File: src/rtl/chunk_streamer_pkg.sv
// Shared definitions for chunk_streamer: command word field positions,
// control-FSM state type and a counter-width helper.
package chunk_streamer_pkg;

  localparam int unsigned CMD_WEN_BIT  = 31;
  localparam int unsigned CMD_ADDR_MSB = 30;
  localparam int unsigned CMD_ADDR_LSB = 16;
  localparam int unsigned CMD_DATA_MSB = 15;
  localparam int unsigned CMD_ADDR_W   = CMD_ADDR_MSB - CMD_ADDR_LSB + 1;

  typedef enum logic [1:0] {
    ST_IDLE    = 2'd0,
    ST_READ    = 2'd1,
    ST_PRESENT = 2'd2
  } state_t;

  // Width of a counter that must hold 0..n-1 (at least one bit).
  function automatic int unsigned cnt_w(input int unsigned n);
    return (n > 1) ? $clog2(n) : 1;
  endfunction

endpackage

File: src/rtl/chunk_assembler.sv
// chunk_assembler: collects CHUNK_WORDS read words into one packed chunk.
//   clk, rst_n   clock, asynchronous active-low reset
//   clear        chunk consumed; drop the full flag
//   in_vld       a read address for this buffer is on the RAM this cycle
//   ram_dout     RAM read data
//   chunk        packed chunk, word k at [k*DATA_W +: DATA_W]
//   full         chunk complete and held
//   idle         empty with no read in flight (safe to start a new fill)
//   fill_done    the final word is captured at the coming edge
module chunk_assembler
  import chunk_streamer_pkg::*;
#(
  parameter int unsigned DATA_W      = 16,
  parameter int unsigned CHUNK_WORDS = 16,
  parameter int unsigned RAM_LAT     = 1
) (
  input  logic                          clk,
  input  logic                          rst_n,
  input  logic                          clear,
  input  logic                          in_vld,
  input  logic [DATA_W-1:0]             ram_dout,
  output logic [DATA_W*CHUNK_WORDS-1:0] chunk,
  output logic                          full,
  output logic                          idle,
  output logic                          fill_done
);

  localparam int unsigned CNT_W = cnt_w(CHUNK_WORDS);

  logic [RAM_LAT-1:0] vpipe;
  logic [CNT_W-1:0]   cnt;
  logic               cap;

  // vpipe tracks which cycles carry read data belonging to this buffer.
  assign cap       = vpipe[RAM_LAT-1];
  assign fill_done = cap && (cnt == CNT_W'(CHUNK_WORDS - 1));
  assign idle      = !full && !in_vld && (vpipe == '0);

  always_ff @(posedge clk or negedge rst_n) begin
    if (!rst_n) begin
      vpipe <= '0;
      cnt   <= '0;
      chunk <= '0;
      full  <= 1'b0;
    end else begin
      vpipe[0] <= in_vld;
      for (int unsigned i = 1; i < RAM_LAT; i++) vpipe[i] <= vpipe[i-1];
      if (cap) begin
        chunk[cnt*DATA_W +: DATA_W] <= ram_dout;
        cnt <= fill_done ? '0 : cnt + 1'b1;
      end
      if (fill_done)  full <= 1'b1;
      else if (clear) full <= 1'b0;
    end
  end

endmodule

File: src/rtl/chunk_streamer.sv
// chunk_streamer: loads words into an external RAM from command words, then
// streams NUM_CHUNKS chunks of CHUNK_WORDS words from a base address.
//   cmd_word/cmd_valid   [31]=WEN, [30:16]=addr, [15:0]=data; write or start
//   cmd_drop             pulse: command arrived while busy and was discarded
//   ram_addr/wen/din     RAM port; ram_dout returns RAM_LAT cycles later
//   chunk_dout/valid     packed chunk, held until chunk_ready
//   busy, done           run in progress; pulse after final chunk accepted
// Build option: CHUNK_STREAMER_DBUF_EN adds a second chunk buffer so the
// fetch of chunk i+1 overlaps presentation of chunk i.
module chunk_streamer
  import chunk_streamer_pkg::*;
#(
  parameter int unsigned DATA_W      = 16,
  parameter int unsigned ADDR_W      = 15,
  parameter int unsigned CHUNK_WORDS = 16,
  parameter int unsigned NUM_CHUNKS  = 3,
  parameter int unsigned RAM_LAT     = 1
) (
  input  logic                          clk,
  input  logic                          rst_n,
  input  logic [31:0]                   cmd_word,
  input  logic                          cmd_valid,
  output logic                          cmd_drop,
  output logic [ADDR_W-1:0]             ram_addr,
  output logic                          ram_wen,
  output logic [DATA_W-1:0]             ram_din,
  input  logic [DATA_W-1:0]             ram_dout,
  output logic [DATA_W*CHUNK_WORDS-1:0] chunk_dout,
  output logic                          chunk_valid,
  input  logic                          chunk_ready,
  output logic                          busy,
  output logic                          done
);

  localparam int unsigned CW    = DATA_W * CHUNK_WORDS;
  localparam int unsigned CNT_W = cnt_w(CHUNK_WORDS);
  localparam int unsigned IDX_W = cnt_w(NUM_CHUNKS + 1);
`ifdef CHUNK_STREAMER_DBUF_EN
  localparam bit DBUF = 1'b1;
`else
  localparam bit DBUF = 1'b0;
`endif
  localparam int unsigned NBUF = DBUF ? 2 : 1;

  state_t            state, state_nxt;
  logic [ADDR_W-1:0] cmd_addr, next_addr;
  logic [CNT_W-1:0]  k;
  logic [IDX_W-1:0]  fetch_cnt, pres_idx;
  logic              rd_issue, fill_buf, wr_buf, rd_buf;
  logic [1:0]        full_v, idle_v, fill_done_v;
  logic [CW-1:0]     chunk_v [2];
  logic              hs, last, start, wr_cmd, issue_last, can_launch;
  logic              rd_buf_nxt, valid_nxt;

  for (genvar b = 0; b < 2; b++) begin : g_buf
    if (b < NBUF) begin : g_on
      chunk_assembler #(
        .DATA_W      (DATA_W),
        .CHUNK_WORDS (CHUNK_WORDS),
        .RAM_LAT     (RAM_LAT)
      ) u_asm (
        .clk       (clk),
        .rst_n     (rst_n),
        .clear     (hs && (rd_buf == 1'(b))),
        .in_vld    (rd_issue && (fill_buf == 1'(b))),
        .ram_dout  (ram_dout),
        .chunk     (chunk_v[b]),
        .full      (full_v[b]),
        .idle      (idle_v[b]),
        .fill_done (fill_done_v[b])
      );
    end else begin : g_off
      assign chunk_v[b]     = '0;
      assign full_v[b]      = 1'b0;
      assign idle_v[b]      = 1'b0;
      assign fill_done_v[b] = 1'b0;
    end
  end

  assign cmd_addr    = cmd_word[CMD_ADDR_LSB +: ADDR_W];
  assign chunk_dout  = chunk_v[rd_buf];
  assign chunk_valid = full_v[rd_buf];
  assign busy        = (state != ST_IDLE);

  always_comb begin
    hs         = chunk_valid && chunk_ready;
    last       = (pres_idx == IDX_W'(NUM_CHUNKS - 1));
    start      = (state == ST_IDLE) && cmd_valid && !cmd_word[CMD_WEN_BIT];
    wr_cmd     = (state == ST_IDLE) && cmd_valid && cmd_word[CMD_WEN_BIT];
    issue_last = rd_issue && (k == CNT_W'(CHUNK_WORDS - 1));
    // A new chunk fetch starts once the address stream is free and its target
    // buffer is empty, or is being emptied by a handshake at this edge.
    can_launch = (state != ST_IDLE) && !done && (fetch_cnt < IDX_W'(NUM_CHUNKS)) &&
                 (!rd_issue || issue_last) &&
                 (idle_v[wr_buf] || (hs && (rd_buf == wr_buf)));
    rd_buf_nxt = (hs && DBUF) ? ~rd_buf : rd_buf;
    valid_nxt  = (full_v[rd_buf_nxt] && !(hs && (rd_buf_nxt == rd_buf))) ||
                 fill_done_v[rd_buf_nxt];
    state_nxt  = state;
    case (state)
      ST_IDLE: if (start) state_nxt = ST_READ;
      default: begin
        // One drain cycle after the final handshake keeps busy high alongside done.
        if (done)               state_nxt = ST_IDLE;
        else if (hs && last)    state_nxt = ST_READ;
        else                    state_nxt = valid_nxt ? ST_PRESENT : ST_READ;
      end
    endcase
  end

  always_ff @(posedge clk or negedge rst_n) begin
    if (!rst_n) state <= ST_IDLE;
    else        state <= state_nxt;
  end

  always_ff @(posedge clk or negedge rst_n) begin
    if (!rst_n) begin
      ram_addr  <= '0;
      ram_wen   <= 1'b0;
      ram_din   <= '0;
      cmd_drop  <= 1'b0;
      done      <= 1'b0;
      next_addr <= '0;
      k         <= '0;
      rd_issue  <= 1'b0;
      fill_buf  <= 1'b0;
      wr_buf    <= 1'b0;
      rd_buf    <= 1'b0;
      fetch_cnt <= '0;
      pres_idx  <= '0;
    end else begin
      ram_wen  <= wr_cmd;
      cmd_drop <= cmd_valid && (state != ST_IDLE);
      done     <= hs && last;
      if (wr_cmd) begin
        ram_addr <= cmd_addr;
        ram_din  <= cmd_word[CMD_DATA_MSB -: DATA_W];
      end
      if (start) begin
        ram_addr  <= cmd_addr;
        next_addr <= cmd_addr + ADDR_W'(CHUNK_WORDS);
        rd_issue  <= 1'b1;
        k         <= '0;
        fill_buf  <= 1'b0;
        wr_buf    <= DBUF;
        rd_buf    <= 1'b0;
        fetch_cnt <= IDX_W'(1);
        pres_idx  <= '0;
      end else if (can_launch) begin
        ram_addr  <= next_addr;
        next_addr <= next_addr + ADDR_W'(CHUNK_WORDS);
        rd_issue  <= 1'b1;
        k         <= '0;
        fill_buf  <= wr_buf;
        wr_buf    <= DBUF ? ~wr_buf : 1'b0;
        fetch_cnt <= fetch_cnt + 1'b1;
      end else if (rd_issue) begin
        if (issue_last) begin
          rd_issue <= 1'b0;
        end else begin
          ram_addr <= ram_addr + 1'b1;
          k        <= k + 1'b1;
        end
      end
      if (hs) begin
        pres_idx <= pres_idx + 1'b1;
        rd_buf   <= rd_buf_nxt;
      end
    end
  end

endmodule
File: config.mk
export PLATFORM = sky130hd
export DESIGN_NAME = chunk_streamer
export DESIGN_NICKNAME = d
export VERILOG_FILES = /design/src/rtl/chunk_streamer_pkg.sv /design/src/rtl/chunk_assembler.sv /design/src/rtl/chunk_streamer.sv
export SDC_FILE = /design/constraint.sdc
export NUM_CORES = 1
export LEC_CHECK = 0
export ABC_AREA = 1
export BUFFER_PORTS_ARGS = -buffer_cell sky130_fd_sc_hd__clkbuf_2
export CAP_MARGIN = 20
export CORE_ASPECT_RATIO = 0.6
export CORE_MARGIN = 5
export CORE_UTILIZATION = 50
export DETAILED_ROUTE_END_ITERATION = 10
export MAX_ROUTING_LAYER = met4
export PLACE_DENSITY = 0.74
export SYNTH_ARGS = -nofsm -noshare
export SYNTH_HDL_FRONTEND = slang
export SYNTH_SLANG_ARGS = --single-unit
File: constraint.sdc
create_clock -name clk -period 2.8 [get_ports clk]
set_input_delay 0.14 -clock clk [delete_from_list [all_inputs] [get_ports clk]]
set_output_delay 0.14 -clock clk [all_outputs]
set_load 0.02 [all_outputs]
==> impl_results.md, run 1 <==
* Status: completed
* Asr flop ratio synth at 1.00
* Residual DRC at 0
* Most frequent cells in the layout: 523 x nand2_1, 342 x clkbuf_2, 322 x dfrtp_1, 186 x o21ai_0, 95 x nor2_1
* VDD IR max at approximately 0.81 mV
* Crit Path Class: reg2reg
* Grt ovf at 0
* GRT Overall Usage at 0.291
* FF-to-FF setup slack at 0.31 ns
* DRT iter0 DRCs at 1227
* Synthesis-to-finish area growth at 28.0%
* TritonCTS clock tree: yes
* Max Cap Viol at 0
* Distinct cells, synth at 39
* CORE AREA at 26600 um2
* Routability cong. at 0.915
* CTS Buf Count at 30
* WP data required at 3.25 ns
* Crit-path cells: inv_2 > ha_1 > inv_1 > nor2_2 > nor2_2 > buf_4 > nand2_1 > nor2_4 > inv_2 > nand2_1 > nand2_1
* Slowest cell on crit path: dfrtp_1
* DRT Wirelength at 44.2 mm
* Post-DP HPWL at 31.2 mm
* Hold Path Origin: cmd_word[20]
* Startpoint type of the worst setup path: register
* Met2 Use GR at 0.425
* First drt pass iteration count at 5
* Global-route wire length before repair at ~69 mm
* Setup Viol. Count Final at 0
* Top-area cell type share of the netlist area at 0.593
* Clk sink count at 322
* Via count at 12530
* Mapped Cells at 1559
* Worst Max-Slew Pin Slew at 0.718 ns
* Row count at 46
* Seq/Total Area, Yosys at 0.593
* Die Y at between 100 and 150 um
* H-tree depth at 1
* Prevailing post-synth register cell: dfrtp_1
* Share of layout cells above drive strength 1 at 0.243
* Commonest non-fill, non-tap cell in the layout: nand2_1
* Met3 usage at 0.0677
* Reg clk slew, reported paths at 0.07 ns
* Clock buffer depth at 3
* Final core utilization at 0.654
* Yosys warns at 0
* Grt met1 use at 0.416
* Slew Viols, Final at 0
* Vias in the first global route at around 12000
* Antenna Nets Post-Route at 0
* Power Dens Cells at 1340 nW/um2
* Via density at roughly 5.4
* Nets@finish at 2006
* Final Cycle Share at 0.889
* Post-CTS Setup Inserts at 0
* Worst skew pair latency at ~0.56 ns
* Die ar. at 30700 um2
* Synth Cell Area at 13600 um2
* RR Startpoint: g_buf[0].g_on.u_asm.cnt[0]
* CP max stage delay at 0.47 ns
* Initial antenna violation count at 1
* Root buf cell: clkbuf_16
* Largest net degree at the start of global routing at 110
* I/O pins at 344
* Buf+Inv Stages, Crit Path at 4
* Hold Path Class: in2reg
* Syn Nets at 1619
* Static leakage at about 9 nW
* Most frequent CP cell: nand2_1
* Synth top area cells: dfrtp_1 59%, nand2_1 14%, o21ai_0 6.8%
* Unrepaired setup endpoints after global routing: no
* Post-route minimum period at 2.49 ns
* Number of port buffers at around 340
* Crit path max-delay family: simple AND/OR/NAND/NOR gates
* Worst clock skew at 0.0193 ns
* Syn_area_per_cell at 8.72 um2
* Initial core utilization at 0.511
* CP Data Arrival Time at between 2 and 3 ns
* Worst reg2reg path endpoint: g_buf[0].g_on.u_asm.chunk[41]
* Cell taking the most area after synthesis: dfrtp_1
* CP Capture Type: register
* GR peak layer: met2
* Setup total negative slack at 0 ns
* Worst reg2reg path depth at 11
* Hold depth at 4
* Drt wl/cell at approximately 19 um
* Hold Path End: next_addr[4]
* Fmax at 402 MHz
* WP depth at 11
* Max-slew headroom at 0.521
* Number of flops mapped to enable cells by yosys at 0
* Worst-path fanout max at 17
* FF+latch count, synth at 322
* Hold Vio Cnt, Final at 0
* Chip width at 223 um
state kept, by name (all words and copies together) (netlist names):
name	count
g_buf.g_on.u_asm.chunk	256
ram_din	16
next_addr	15
ram_addr	15
g_buf.g_on.u_asm.cnt	4
k	4
fetch_cnt	2
pres_idx	2
state	2
cmd_drop	1
done	1
g_buf.g_on.u_asm.cap	1
g_buf.g_on.u_asm.full	1
ram_wen	1
rd_issue	1
power breakdown:
group	switching, mW	total [mW]	internal (mW)
Clock	1.81	4.69	2.88
Sequential	1.31	7.98	6.68
Combinational	7.56	10.7	3.16
worst max-delay path by stage:
stage | start | to | slack [ns]
after floorplan | g_buf[0].g_on.u_asm.cnt[0] | g_buf[0].g_on.u_asm.chunk[10] | 0.73
after global placement | g_buf[0].g_on.u_asm.cnt[0] | g_buf[0].g_on.u_asm.chunk[10] | 0.39
after detailed placement | g_buf[0].g_on.u_asm.cnt[0] | g_buf[0].g_on.u_asm.chunk[13] | 0.24
after CTS | g_buf[0].g_on.u_asm.cnt[0] | g_buf[0].g_on.u_asm.chunk[2] | 0.24
after global routing | g_buf[0].g_on.u_asm.cnt[0] | g_buf[0].g_on.u_asm.chunk[32] | 0.05
final | g_buf[0].g_on.u_asm.cnt[0] | g_buf[0].g_on.u_asm.chunk[41] | 0.31
per-stage QoR:
step	setup WS, ns	cell area (um2)	power, mW	cells	hold WS, ns
global placement	0.388	15800	18.3	2229	0.125
global route	0.0474	17400	24.9	2331	0.0352
finish	0.310	17400	23.4	2333	0.0207
floorplan	0.728	13600	14.6	1559	-0.156
CTS	0.240	17400	23.4	2330	0.000687
detailed placement	0.242	15800	18.6	2229	0.138
Yosys cell counts, types with 2 or more instances:
cell / count
buf_1: 3
nand4_1: 30
dfrtp_1: 322
ha_1: 8
o31ai_1: 16
buf_2: 33
inv_1: 89
buf_6: 3
o21ai_2: 3
o21ai_0: 186
nand3_1: 51
nor2_1: 95
nor3_1: 23
o21ai_1: 25
xor2_1: 7
nor2_4: 3
nor2_2: 9
or2_2: 2
o21a_1: 2
inv_2: 11
nand2_2: 4
clkbuf_1: 41
o211ai_1: 6
nand2_1: 523
a21oi_1: 50
repair_timing:
action / 4_1_cts / 5_1_grt
endpoints found under the hold margin: 168 / 0
setup endpoints to repair: 0 / 1
hold buffers: 45 / 0
gates resized for setup: 0 / 1
tightest hold or removal path, cell delays in order:
cell and delay, ns:
clkbuf_2 0.09, nand4_1 0.13, nand3_1 0.12, nand2_1 0.07
cell families after synthesis:
family / synth area share
buffers and inverters: 0.0553
adder cells (fa/ha/maj): 0.00737
multiplexers: 0.000737
flip-flops: 0.593
AO/OA/AOI/OAI: 0.114
XOR/XNOR: 0.00516
AND/OR/NAND/NOR: 0.225
layer usage:
layer | up-vias | wire length (um)
met2 | 541 | 19400
li1 | 5821 | -
met3 | 93 | 3800
met1 | 6075 | 19700
met4 | 0 | 1300
met5 | - | 0
layout make-up:
type	count	area, um2
well taps	360	450
repair buffers	437	2580
multi-input cells	1055	4780
flip-flops and latches	322	8060
clock inverters	12	241
inverters	100	375
diodes	3	7.51
clock buffers	44	905
fillers	2234	9190
No activity file was read; power rests on OpenSTA's default activity.
==> inputs of run 2 (changes only) <==
Settings changed: CORE_UTILIZATION 50 to 53, PLACE_DENSITY 0.74 to 0.78.
==> impl_results.md, run 2 (synthesized netlist as in run 1, its figures left out) <==
* Sw frac at 0.463 (+0.00712)
* P_sw at 10.6 mW (-0.74%)
* Worst skew pair latency at 0.56 ns (about the same)
* Worst clock skew at 0.0222 ns (+0.00289 ns)
* Clock buffer depth at 3 (unchanged)
* Nets@finish at 2004 (-0.10%)
* Static leakage at 9.05 nW (-0.56%)
* Reg clk slew, reported paths at 0.07 ns (about the same)
* Clock share of power at 0.186 (-0.015)
* Hold Vio Cnt, Final at 0 (unchanged)
* Reg area at 8060 um2 (unchanged)
* CP Capture Type: register
* Chip width at 217 um (-2.7%)
* Root buf cell: clkbuf_16
* Largest net degree at the start of global routing at 78 (-29%)
* I/O pins at 344 (unchanged)
* DRT Wirelength at 43.5 mm (-1.4%)
* Initial core utilization at 0.538 (+0.0265)
* Global-route wire length before repair at 68.3 mm (-0.76%)
* Critical Path End: g_buf[0].g_on.u_asm.chunk[9]
* Commonest non-fill, non-tap cell in the layout: nand2_1
* Number of port buffers at 343 (unchanged)
* GRT Overall Usage at 0.304 (+0.0129)
* Slew Viols, Final at 0 (unchanged)
* Residual DRC at 0 (unchanged)
* RR Startpoint: g_buf[0].g_on.u_asm.cnt[0]
* Fmax at 393 MHz (-2.2%)
* H-tree depth at 1 (unchanged)
* CTS Buf Count at 29 (-3.3%)
* Unrepaired setup endpoints after global routing: no
* Initial antenna violation count at 1 (unchanged)
* TritonCTS clock tree: yes
* Worst reg2reg path depth at 7 (-4)
* Die Y at 134 um (-2.7%)
* Drt wl/cell at 19.0 um (+0.19%)
* Number of flip-flops in the largest register at 256 (unchanged)
* Via density at 5.48 (+2.1%)
* Max Cap Viol at 0 (unchanged)
* Setup Viol. Count Final at 0 (unchanged)
* Hold Slack at 0.0466 ns (+0.0259 ns)
* Worst reg2reg path endpoint: g_buf[0].g_on.u_asm.chunk[9]
* Power Dens Cells at 1330 nW/um2 (-1.4%)
* Die ar. at 29100 um2 (-5.3%)
* Post-DP HPWL at 31.2 mm (-0.16%)
* FILL cells at 2013 (-9.9%)
* Critical path launch point: g_buf[0].g_on.u_asm.cnt[0]
* CORE AREA at 25300 um2 (-4.9%)
* Setup total negative slack at 0 ns (unchanged)
* Hold Path Class: in2reg
* First drt pass iteration count at 5 (unchanged)
* Pre-CTS setup slack at 0.255 ns (+0.0127 ns)
* Worst Max-Slew Pin Slew at 0.958 ns (+0.240 ns)
* DRT iter0 DRCs at 1278 (+4.2%)
* Slack of the critical path at 0.254 ns (-0.0561 ns)
* Max-slew headroom at 0.361 (-0.159)
* Hold Path Origin: cmd_word[29]
* Worst-path fanout max at 32 (+15)
* Cell internal pwr at 12.3 mW (-3.5%)
* Final Cycle Share at 0.909 (+0.0200)
* Synthesis-to-finish area growth at 26.9%
* Grt ovf at 0 (unchanged)
* Most frequent cells in the layout: 523 x nand2_1, 342 x clkbuf_2, 322 x dfrtp_1, 186 x o21ai_0, 95 x nor2_1
* Startpoint type of the worst setup path: register
* Final core utilization at 0.682 (+0.0277)
* FF-to-FF setup slack at 0.25 ns (-0.06 ns)
* VDD IR max at 0.746 mV (-7.6%)
* Share of layout cells above drive strength 1 at 0.241 (-0.00243)
* CP Data Arrival Time at 2.99 ns (+0.05 ns)
* Via count at 12585 (+0.44%)
* Crit Path Class: reg2reg
* Routability cong. at 0.907 (-0.88%)
* Antenna Nets Post-Route at 0 (unchanged)
* Vias in the first global route at 12172 (+0.28%)
* Reg power frac at 0.350 (+0.009)
* Row count at 45 (-2.2%)
* Combinational Power Share at 0.465 (+0.007)
* Post-CTS sizing at 0 (unchanged)
* Status: completed
* Area of the multi-input gates at 4780 um2 (unchanged)
* Top reg by flops: g_buf.g_on.u_asm.chunk
* Largest regs: g_buf.g_on.u_asm.chunk: 256 flops, ram_din: 16 flops
* WP data required at 3.25 ns (about the same)
* Clk sink count at 322 (unchanged)
* Post-route minimum period at 2.55 ns (+0.0561 ns)
run 2: cell count changes in the layout (fill, tap and decap cells not counted), moves of 2 or more:
cell	before	now
clkbuf_1	5	3
buf_4	46	41
bufinv_16	7	4
diode_2	3	1
clkinv_2	3	7
buf_12	3	5
clkbuf_16	31	29
dlygate4sd3_1	45	47
run 2: cell type report:
class / instances / area share
Tap cell: 329 / 0.0239
Antenna cell: 1 / 0.000145
Clock inverter: 12 / 0.00951
Multi-Input combinational cell: 1055 / 0.277
Inverter: 100 / 0.0218
Timing Repair Buffer: 436 / 0.151
Sequential cell: 322 / 0.467
Clock buffer: 40 / 0.0491
run 2: worst min-delay path by stage:
stage,to,slack [ns],depth (start not counted)
2_1_floorplan,cmd_drop,-0.16,0
3_3_place_gp,g_buf[0].g_on.u_asm.chunk[120],0.16,1
3_5_place_dp,g_buf[0].g_on.u_asm.chunk[122],0.16,1
4_1_cts,ram_addr[13],0.02,5
5_1_grt,ram_addr[13],0.05,5
6_report,ram_addr[13],0.05,5
run 2: per-stage QoR:
step,area [um2],std cells,total power [mW]
floorplan,13600,1559,14.6
global placement,15800,2195,18.1
detailed placement,15800,2195,18.5
CTS,17200,2294,22.9
global route,17200,2295,24.4
finish,17200,2295,22.9
run 2: power groups by stage:
stage	sequential, mW	clock [mW]	combinational [mW]
6_report	8.00	4.24	10.6
4_1_cts	7.97	4.29	10.6
2_1_floorplan	9.98	0	4.62
3_5_place_dp	7.99	0	10.5
5_1_grt	8.22	4.50	11.7
3_3_place_gp	7.94	0	10.2
run 2: timing repair:
item	CTS	global route
hold endpoints to repair	175	0
setup buffers	0	0
hold buffers	47	0
run 2: metal layers:
layer,GRT usage,vias to the layer above,share of wire
met4,0.0632,0,0.020
met1,0.435,6108,0.43
li1,-,5813,-
met5,-,-,0
met3,0.0808,67,0.10
met2,0.444,597,0.45
run 2: critical path: stages (launching register included):
cell	delay [ns]
dfrtp_1	0.46
nor3_1	0.24
ha_1	0.28
buf_4	0.20
nor2_1	0.16
nand4_1	0.13
or2_1	0.57
o31ai_1	0.39
==> inputs of run 3 (changes only) <==
Settings changed: REMOVE_ABC_BUFFERS from default to 1.
==> impl_results.md, run 3 (synthesized netlist as in run 1, its figures left out) <==
* Status: completed
* VDD IR max at 0.716 mV (-4.0%)
* CP Data Arrival Time at 2.89 ns (-0.10 ns)
* Via density at 5.52 (+0.60%)
* Routability cong. at 0.926 (+2.1%)
* Antenna Nets Post-Route at 0 (unchanged)
* TritonCTS clock tree: yes
* Number of port buffers at 343 (unchanged)
* Slew Viols, Final at 0 (unchanged)
* First drt pass iteration count at 5 (unchanged)
* Residual DRC at 0 (unchanged)
* Worst clock skew at 0.0166 ns (-0.00559 ns)
* Global-route wire length before repair at 66.1 mm (-3.2%)
* Unrepaired setup endpoints after global routing: no
* Top reg by flops: g_buf.g_on.u_asm.chunk
* DRT iter0 DRCs at 1456 (+14%)
* Commonest non-fill, non-tap cell in the layout: nand2_1
* CTS Buf Count at 29 (unchanged)
* CP Capture Type: register
* Die Y at 134 um (unchanged)
* Pre-CTS setup slack at 0.228 ns (-0.0266 ns)
* Post-CTS Setup Inserts at 0 (unchanged)
* Number of flip-flops in the largest register at 256 (unchanged)
* Initial antenna violation count at 0 (-1)
* Clk sink count at 322 (unchanged)
* Worst reg2reg path depth at 11 (+4)
* Tot Pwr at 22.9 mW (+0.16%)
* Fmax at 411 MHz (+4.6%)
* Hold Path Origin: cmd_word[29]
* Grt ovf at 0 (unchanged)
* Setup Viol. Count Final at 0 (unchanged)
* Hold depth at 5 (unchanged)
* Row count at 45 (unchanged)
* Final core utilization at 0.678 (-0.00386)
* Hold Path Class: in2reg
* Nets@finish at 1997 (-0.35%)
* Power Dens Cells at 1340 nW/um2 (+0.73%)
* Post-route minimum period at 2.43 ns (-0.112 ns)
* Die ar. at 29100 um2 (unchanged)
* Diode count at 0 (-1)
* Hold Path End: ram_addr[13]
* H-tree depth at 1 (unchanged)
* Drt wl/cell at 18.6 um (-1.8%)
* Worst skew pair latency at 0.56 ns (about the same)
* Slack of the critical path at 0.366 ns (+0.112 ns)
* Vias in the first global route at 11896 (-2.3%)
* RR Startpoint: g_buf[0].g_on.u_asm.cnt[0]
* Max-slew headroom at 0.308 (-0.0537)
* Clock buffer depth at 3 (unchanged)
* I/O pins at 344 (unchanged)
* Hold Vio Cnt, Final at 0 (unchanged)
* CORE AREA at 25300 um2 (unchanged)
* GRT Overall Usage at 0.293 (-0.0105)
* Synthesis-to-finish area growth at 26.2%
* Startpoint type of the worst setup path: register
* Worst reg2reg path endpoint: g_buf[0].g_on.u_asm.chunk[67]
* Final Cycle Share at 0.869 (-0.0398)
* Worst Max-Slew Pin Slew at 1.04 ns (+0.0806 ns)
* Chip width at 217 um (unchanged)
* Largest regs: g_buf.g_on.u_asm.chunk: 256 flops, ram_din: 16 flops
* Most frequent cells in the layout: 522 x nand2_1, 342 x clkbuf_2, 322 x dfrtp_1, 186 x o21ai_0, 95 x nor2_1
* Crit Path Class: reg2reg
* Initial core utilization at 0.538 (unchanged)
* Largest net degree at the start of global routing at 82 (+5.1%)
* Post-DP HPWL at 30.3 mm (-2.8%)
* Via count at 12628 (+0.34%)
* FF-to-FF setup slack at 0.37 ns (+0.11 ns)
* DRT Wirelength at 42.6 mm (-2.1%)
* Worst-path fanout max at 29 (-9.4%)
* WP data required at 3.26 ns (about the same)
* Static leakage at 8.98 nW (-0.68%)
* Root buf cell: clkbuf_16
* Setup total negative slack at 0 ns (unchanged)
* Share of layout cells above drive strength 1 at 0.237 (-0.00347)
* Max Cap Viol at 0 (unchanged)
* Reg clk slew, reported paths at 0.07 ns (about the same)
-- run 3: changes by cell type in the layout (fill, tap and decap cells not counted), moves of 2 or more --
cell	before	now
clkbuf_1	3	10
clkbuf_8	8	4
dlygate4sd3_1	47	45
buf_12	5	3
buf_4	41	38
nand2_4	0	2
clkinvlp_4	0	3
clkinv_2	7	4
-- run 3: report_power, final --
group,switching (mW),internal (mW)
sequential,1.36,6.68
combinational,7.57,3.15
clock,1.76,2.40
-- run 3: stage by stage --
step	std cells	cell area, um2	hold slack [ns]
finish	2289	17100	0.0220
detailed placement	2190	15700	0.172
global route	2289	17100	0.0426
CTS	2289	17100	0.00674
floorplan	1477	13200	-0.156
global placement	2190	15700	0.168
-- run 3: per-layer routing --
metal / global-route usage / vias up / wire [um]
li1: - / 5825 / -
met1: 0.408 / 6061 / 18300
met2: 0.444 / 632 / 19200
met3: 0.0580 / 110 / 3620
met4: 0.0900 / 0 / 1510
met5: - / - / 0
-- run 3: worst max-delay path, stage by stage (launching register included) --
cell and delay (ns):
dfrtp_1 0.46, inv_2 0.13, ha_1 0.24, inv_1 0.07, nor2_2 0.05, nor2_2 0.21, buf_4 0.24, inv_2 0.17
nor2_2 0.23, nand2_1 0.07, buf_4 0.24, o21ai_0 0.22
-- run 3: layout make-up --
type | count | area [um2]
clock inverter | 11 | 164
inverter | 100 | 379
clock buffer | 43 | 818
timing repair buffer | 429 | 2520
tap | 329 | 412
sequential | 322 | 8060
multi-input combinational | 1055 | 4790
fill | 2007 | 8130
-- run 3: worst max-delay path by stage --
stage,from,endpoint,depth (start not counted)
detailed placement,g_buf[0].g_on.u_asm.cnt[0],g_buf[0].g_on.u_asm.chunk[13],9
global route,g_buf[0].g_on.u_asm.cnt[0],g_buf[0].g_on.u_asm.chunk[67],11
floorplan,g_buf[0].g_on.u_asm.cnt[0],g_buf[0].g_on.u_asm.chunk[160],6
global placement,g_buf[0].g_on.u_asm.cnt[0],g_buf[0].g_on.u_asm.chunk[236],9
CTS,g_buf[0].g_on.u_asm.cnt[0],g_buf[0].g_on.u_asm.chunk[3],9
finish,g_buf[0].g_on.u_asm.cnt[0],g_buf[0].g_on.u_asm.chunk[67],11
-- run 3: what timing repair did --
| action | 4_1_cts | 5_1_grt |
|---|---|---|
| hold buffers | 45 | 0 |
| gates resized for setup | 0 | 4 |
| endpoints found under the hold margin | 195 | 0 |
| setup endpoints to repair | 0 | 7 |
